`src/rtl/reg_write_arbiter_if.sv`:
```
// Writeback request bus between requesters and reg_write_arbiter.
// Signals: req_valid/req_addr/req_data/wr_hold from requesters, req_ready back.
interface reg_write_arbiter_if #(
    parameter int NREQ = 3,
    parameter int DW   = 32
);
    logic [NREQ-1:0]    req_valid;
    logic [NREQ*4-1:0]  req_addr;
    logic [NREQ*DW-1:0] req_data;
    logic [NREQ-1:0]    req_ready;
    logic               wr_hold;

    modport master (
        output req_valid, req_addr, req_data, wr_hold,
        input  req_ready
    );

    modport slave (
        input  req_valid, req_addr, req_data, wr_hold,
        output req_ready
    );
endinterface

```
`src/rtl/reg_write_arbiter.sv`:
```
// Register-file write-port arbiter: shares WE3/WA3/WD3 among NREQ writers,
// steers R15 writes to the PC port, and tracks pending writes for RAW stalls.
// Ports: sys_clk, sys_rst_n (async, active-high), bus (requests/grants),
//   rf_we/rf_wa/rf_wd, pc_we/pc_wd, claim_valid/claim_addr, busy_mask, err_r14.
// Build option: define RR_ARB_EN for round-robin, else fixed priority.
module reg_write_arbiter #(
    parameter int NREQ = 3,
    parameter int DW   = 32
) (
    input  logic                 sys_clk,
    input  logic                 sys_rst_n,
    reg_write_arbiter_if.slave   bus,
    output logic                 rf_we,
    output logic [3:0]           rf_wa,
    output logic [DW-1:0]        rf_wd,
    output logic                 pc_we,
    output logic [DW-1:0]        pc_wd,
    input  logic                 claim_valid,
    input  logic [3:0]           claim_addr,
    output logic [15:0]          busy_mask,
    output logic                 err_r14
);

    logic [NREQ-1:0] grant;
    logic            accept;
    logic [3:0]      sel_addr;
    logic [DW-1:0]   sel_data;
    logic [15:0]     busy_nxt;

`ifdef RR_ARB_EN
    localparam int PW = $clog2(NREQ);

    logic [PW-1:0] ptr;
    logic [PW-1:0] gnt_idx;
    logic          found;

    // Search starts one past the last winner; ptr itself is checked last.
    always_comb begin
        grant   = '0;
        gnt_idx = ptr;
        found   = 1'b0;
        for (int k = 1; k <= NREQ; k++) begin
            for (int i = 0; i < NREQ; i++) begin
                if (!found && bus.req_valid[i] &&
                    i == (int'(ptr) + k) % NREQ) begin
                    grant[i] = 1'b1;
                    gnt_idx  = PW'(i);
                    found    = 1'b1;
                end
            end
        end
    end

    always_ff @(posedge sys_clk or posedge sys_rst_n) begin
        if (sys_rst_n) begin
            ptr <= PW'(NREQ - 1);
        end else if (accept) begin
            ptr <= gnt_idx;
        end
    end
`else
    logic found;

    always_comb begin
        grant = '0;
        found = 1'b0;
        for (int i = 0; i < NREQ; i++) begin
            if (!found && bus.req_valid[i]) begin
                grant[i] = 1'b1;
                found    = 1'b1;
            end
        end
    end
`endif

    assign bus.req_ready = (sys_rst_n || bus.wr_hold) ? '0 : grant;
    assign accept        = |bus.req_ready;

    // req_ready is one-hot, so OR-ing the selected lanes is a plain mux.
    always_comb begin
        sel_addr = '0;
        sel_data = '0;
        for (int i = 0; i < NREQ; i++) begin
            if (bus.req_ready[i]) begin
                sel_addr = sel_addr | bus.req_addr[4*i +: 4];
                sel_data = sel_data | bus.req_data[DW*i +: DW];
            end
        end
    end

    // A same-cycle claim wins over the clear: a new writer is pending.
    always_comb begin
        busy_nxt = busy_mask;
        if (accept) begin
            busy_nxt[sel_addr] = 1'b0;
        end
        if (claim_valid && claim_addr != 4'd14) begin
            busy_nxt[claim_addr] = 1'b1;
        end
    end

    always_ff @(posedge sys_clk or posedge sys_rst_n) begin
        if (sys_rst_n) begin
            rf_we     <= 1'b0;
            rf_wa     <= '0;
            rf_wd     <= '0;
            pc_we     <= 1'b0;
            pc_wd     <= '0;
            busy_mask <= '0;
            err_r14   <= 1'b0;
        end else begin
            rf_we     <= accept && (sel_addr < 4'd14);
            pc_we     <= accept && (sel_addr == 4'd15);
            busy_mask <= busy_nxt;
            if (accept && sel_addr < 4'd14) begin
                rf_wa <= sel_addr;
                rf_wd <= sel_data;
            end
            if (accept && sel_addr == 4'd15) begin
                pc_wd <= sel_data;
            end
            if (accept && sel_addr == 4'd14) begin
                err_r14 <= 1'b1;
            end
        end
    end

endmodule

```
`src/flat_wrapper.sv`:
```
// flat-port wrapper written by rule: the top's interface ports become plain ports
module reg_write_arbiter_flat 
#(
    parameter int NREQ = 3,
    parameter int DW   = 32
)
  (sys_clk, sys_rst_n, rf_we, rf_wa, rf_wd, pc_we, pc_wd, claim_valid, claim_addr, busy_mask, err_r14, bus_req_valid, bus_req_addr, bus_req_data, bus_wr_hold, bus_req_ready);
  reg_write_arbiter_if #(.NREQ(NREQ), .DW(DW)) bus_i ();
  input  logic sys_clk;
  input  logic sys_rst_n;
  output logic rf_we;
  output logic [3:0] rf_wa;
  output logic [DW-1:0] rf_wd;
  output logic pc_we;
  output logic [DW-1:0] pc_wd;
  input  logic claim_valid;
  input  logic [3:0] claim_addr;
  output logic [15:0] busy_mask;
  output logic err_r14;
  input wire logic [$bits(bus_i.req_valid)-1:0] bus_req_valid;
  input wire logic [$bits(bus_i.req_addr)-1:0] bus_req_addr;
  input wire logic [$bits(bus_i.req_data)-1:0] bus_req_data;
  input wire logic [$bits(bus_i.wr_hold)-1:0] bus_wr_hold;
  output wire logic [$bits(bus_i.req_ready)-1:0] bus_req_ready;
  assign bus_i.req_valid = bus_req_valid;
  assign bus_i.req_addr = bus_req_addr;
  assign bus_i.req_data = bus_req_data;
  assign bus_i.wr_hold = bus_wr_hold;
  assign bus_req_ready = bus_i.req_ready;
  reg_write_arbiter #(.NREQ(NREQ), .DW(DW)) u_core (.sys_clk(sys_clk), .sys_rst_n(sys_rst_n), .bus(bus_i), .rf_we(rf_we), .rf_wa(rf_wa), .rf_wd(rf_wd), .pc_we(pc_we), .pc_wd(pc_wd), .claim_valid(claim_valid), .claim_addr(claim_addr), .busy_mask(busy_mask), .err_r14(err_r14));
endmodule
```
`config.mk`:
```
export PLATFORM = sky130hd
export DESIGN_NAME = reg_write_arbiter_flat
export DESIGN_NICKNAME = d
export VERILOG_FILES = /design/src/rtl/reg_write_arbiter_if.sv /design/src/rtl/reg_write_arbiter.sv /design/src/flat_wrapper.sv
export SDC_FILE = /design/constraint.sdc
export NUM_CORES = 1
export LEC_CHECK = 0
export CAP_MARGIN = 20
export CORE_MARGIN = 2
export CORE_UTILIZATION = 35
export DETAILED_ROUTE_END_ITERATION = 10
export DONT_BUFFER_PORTS = 1
export PLACE_DENSITY = 0.61
export SETUP_SLACK_MARGIN = 0.5
export SKIP_CTS_REPAIR_TIMING = 1
export SLEW_MARGIN = 0
export SYNTH_ARGS = -nofsm -noshare
export SYNTH_HDL_FRONTEND = slang
export SYNTH_SLANG_ARGS = --single-unit
```
`constraint.sdc`:
```
create_clock -name sys_clk -period 3.2 [get_ports sys_clk]
set_input_delay 0.64 -clock sys_clk [delete_from_list [all_inputs] [get_ports sys_clk]]
set_output_delay 0.64 -clock sys_clk [all_outputs]
set_load 0.03 [all_outputs]
```
==> impl_metrics.yaml <==
power_and_ir_drop:
  power_frac_comb_pct: 10.3
  ir_drop_mv: 0.240
  p_int_w: 0.00195
  power_w: 0.00283
  switching_share_pct: 31.2
  seqPwrFrac_pct: 52.4
  p_clk_share_pct: 37.3
  p_per_area_nw_per_um2: 573
  p_switching_w: 0.000883
  leakagePower_nw: 2.27
synthesis:
  seq_area_frac_synth_pct: 48.7
  synth_cell_types: 47
  synth_ff_type: "dfrtp_1"
  synth_area_per_cell_um2: 11.9
  yosysWarnings: 0
  ys_top_cells_by_count: "dfrtp_1, nand2_1, mux2_4"
  netlist.area_leader.share_pct: 48.7
  syn_nets: 493
  synthArstFlopShare_pct: 100
  yosys.area.top_type: "dfrtp_1"
  yosysMostFrequentCell: "dfrtp_1"
  ys_seq_elements: 87
  syn_area_um2: 4470
  synth_cells: 374
  synth_edf_count: 0
  synth.top_cells.by_area: "dfrtp_1, mux2_4, nand2_1"
clock_tree:
  clk_pin_slew_ns: 0.06
  max-clock-path-buffers: 2
  cts_sinks: 87
  htreeDepth: 3
  cts_root_buffer: "clkbuf_16"
  cts_tree: "built"
  clk_latency_ns: 0.34
  cts_buffers: 9
timing:
  worst_slew_pin_slew_ns: 0.898
  skew_ns: 0
  finalHoldViolCount: 0
  maxSlewViolCount: 0
  setup_viol: 0
  period_share_pct: 76.2
  rsz0062_at_grt: "false"
  fmax_mhz: 410
  setup-tns-final_ns: 0
  slew_headroom_pct: 40.0
  whs_ns: 0.341
  fin_crit_ns: 2.44
detailed_routing:
  routed_wl_mm: 11.1
  drtPass1Iterations: 4
  drt_iter0_markers: 196
  viasPerCell: 5.47
  wl_per_cell_um: 20.1
  drc: 0
  vias: 3013
  antenna_left: 0
floorplanning:
  dieArea_um2: 13700
  ios: 209
  die_h_um: 117
  initial_utilization_pct: 35.7
  die_w_um: 117
  rows: 41
  core_region_area_um2: 12500
final_layout:
  diodes: 0
  fin_nets: 493
  area_delta_synth_final_pct: 10.6
  drive_gt1_share_pct: 27.7
worst_setup_path:
  worstPathRequired_ns: 2.56
  worst_ep_arrival_time_ns: 1.80
  critPathMaxFanout: 29
  r2r.worst_path.cells: 1
  r2r-start: "u_core.pc_wd[26]"
  rr_endpoint: "u_core.pc_wd[26]"
  path_class: "input pin to output pin"
  ff2ff_setup_slack_ns: 2.26
  end_kind: "output pin"
  critPathLaunchType: "input pin"
place:
  numPortBuffers: 0
  dp_hpwl_mm: 8.16
  gp_congestion: 0.898
run_status:
  status: "complete, no violations"
hold_path:
  min_path_type: "input pin to async pin"
global_route:
  grt_overflow: 0
  grt_pass1_wl_mm: 15.7
  grt_pass1_vias: 2681
  gr-usage-all-layers_pct: 15.5
  antenna_found_initial: 1
  grt_max_degree: 49
job:
  cap_violations: 0
-- per-layer routing --
| layer | part of all wire (%) | global-route usage, % | vias up | wire length, µm |
|---|---|---|---|---|
| li1 | - | - | 1349 | - |
| met1 | 40 | 19.4 | 1491 | 4470 |
| met2 | 48 | 23.9 | 154 | 5290 |
| met3 | 9.9 | 5.77 | 17 | 1090 |
| met4 | 2.0 | 7.06 | 2 | 222 |
| met5 | 0.12 | 0 | - | 13 |
-- state kept, by name, summed over array words and instances (netlist names) --
name and flops:
u_core.busy_mask 16, u_core.pc_we 1, u_core.err_r14 1, u_core.rf_wd 32, u_core.rf_we 1, u_core.pc_wd 32, u_core.rf_wa 4
-- power groups by stage --
stage	Combinational (W)	Clock, W	Sequential, W
2_1_floorplan	0.000249	0	0.00147
3_3_place_gp	0.000286	0	0.00151
3_5_place_dp	0.000297	0	0.00151
4_1_cts	0.000297	0.00109	0.00149
5_1_grt	0.000324	0.00114	0.00150
6_report	0.000291	0.00106	0.00148
-- cells by family after synthesis --
kind of cell / Yosys count / share of synthesized area (%)
AND/OR/NAND/NOR: 112 / 12.7
AO/OA/AOI/OAI: 87 / 13.6
flip-flops: 87 / 48.7
multiplexers: 65 / 21.1
buffers and inverters: 23 / 3.92
-- layout by cell type, fill, tap and decap left out, drive strengths merged, types with 2 or more instances in the layout --
cell	Yosys	layout
buf	11	10
o31ai	2	2
nand2	72	72
mux2	65	65
nand4	3	3
nor2	6	6
nand3b	3	3
clkinvlp	0	3
dfrtp	87	87
a31oi	3	3
nand3	6	6
o21ai	32	32
a21oi	2	2
clkbuf	10	9
clkinv	0	3
and3b	2	2
and2	4	4
or2	3	3
o21a	3	3
o211ai	3	3
a22oi	32	32
nor3b	2	2
inv	2	2
nand2b	6	6
-- stage by stage --
step | instances | utilization, % | area (µm²) | setup WS [ns]
detailed placement | 535 | 37.1 | 4640 | 0.504
global placement | 535 | 37.1 | 4640 | 0.563
floorplan | 374 | - | 4470 | 0.835
global route | 551 | 39.5 | 4940 | 0.660
finish | 551 | 39.5 | 4940 | 0.761
CTS | 551 | 39.5 | 4940 | 0.709
-- area by class of cell --
cell class | instances | area (µm²)
flip-flops and latches | 87 | 2180
multi-input cells | 264 | 2130
well taps | 172 | 215
clock inverters | 7 | 72.6
fillers | 1213 | 7580
inverters | 2 | 11.3
clock buffers | 9 | 225
repair buffers | 10 | 113
-- critical path: stages --
cell and delay (ns):
or2_0 0.40, nor3b_4 0.46, buf_12 0.25
-- worst max path at each step --
stage,end,startpoint,slack (ns)
detailed placement,u_core.rf_wd[13],sys_rst_n,0.50
floorplan,bus_req_ready[2],bus_req_valid[0],0.83
global route,bus_req_ready[1],sys_rst_n,0.66
finish,bus_req_ready[1],sys_rst_n,0.76
global placement,u_core.rf_wd[29],sys_rst_n,0.56
CTS,bus_req_ready[1],sys_rst_n,0.71
(Power assumes the default switching activity.)
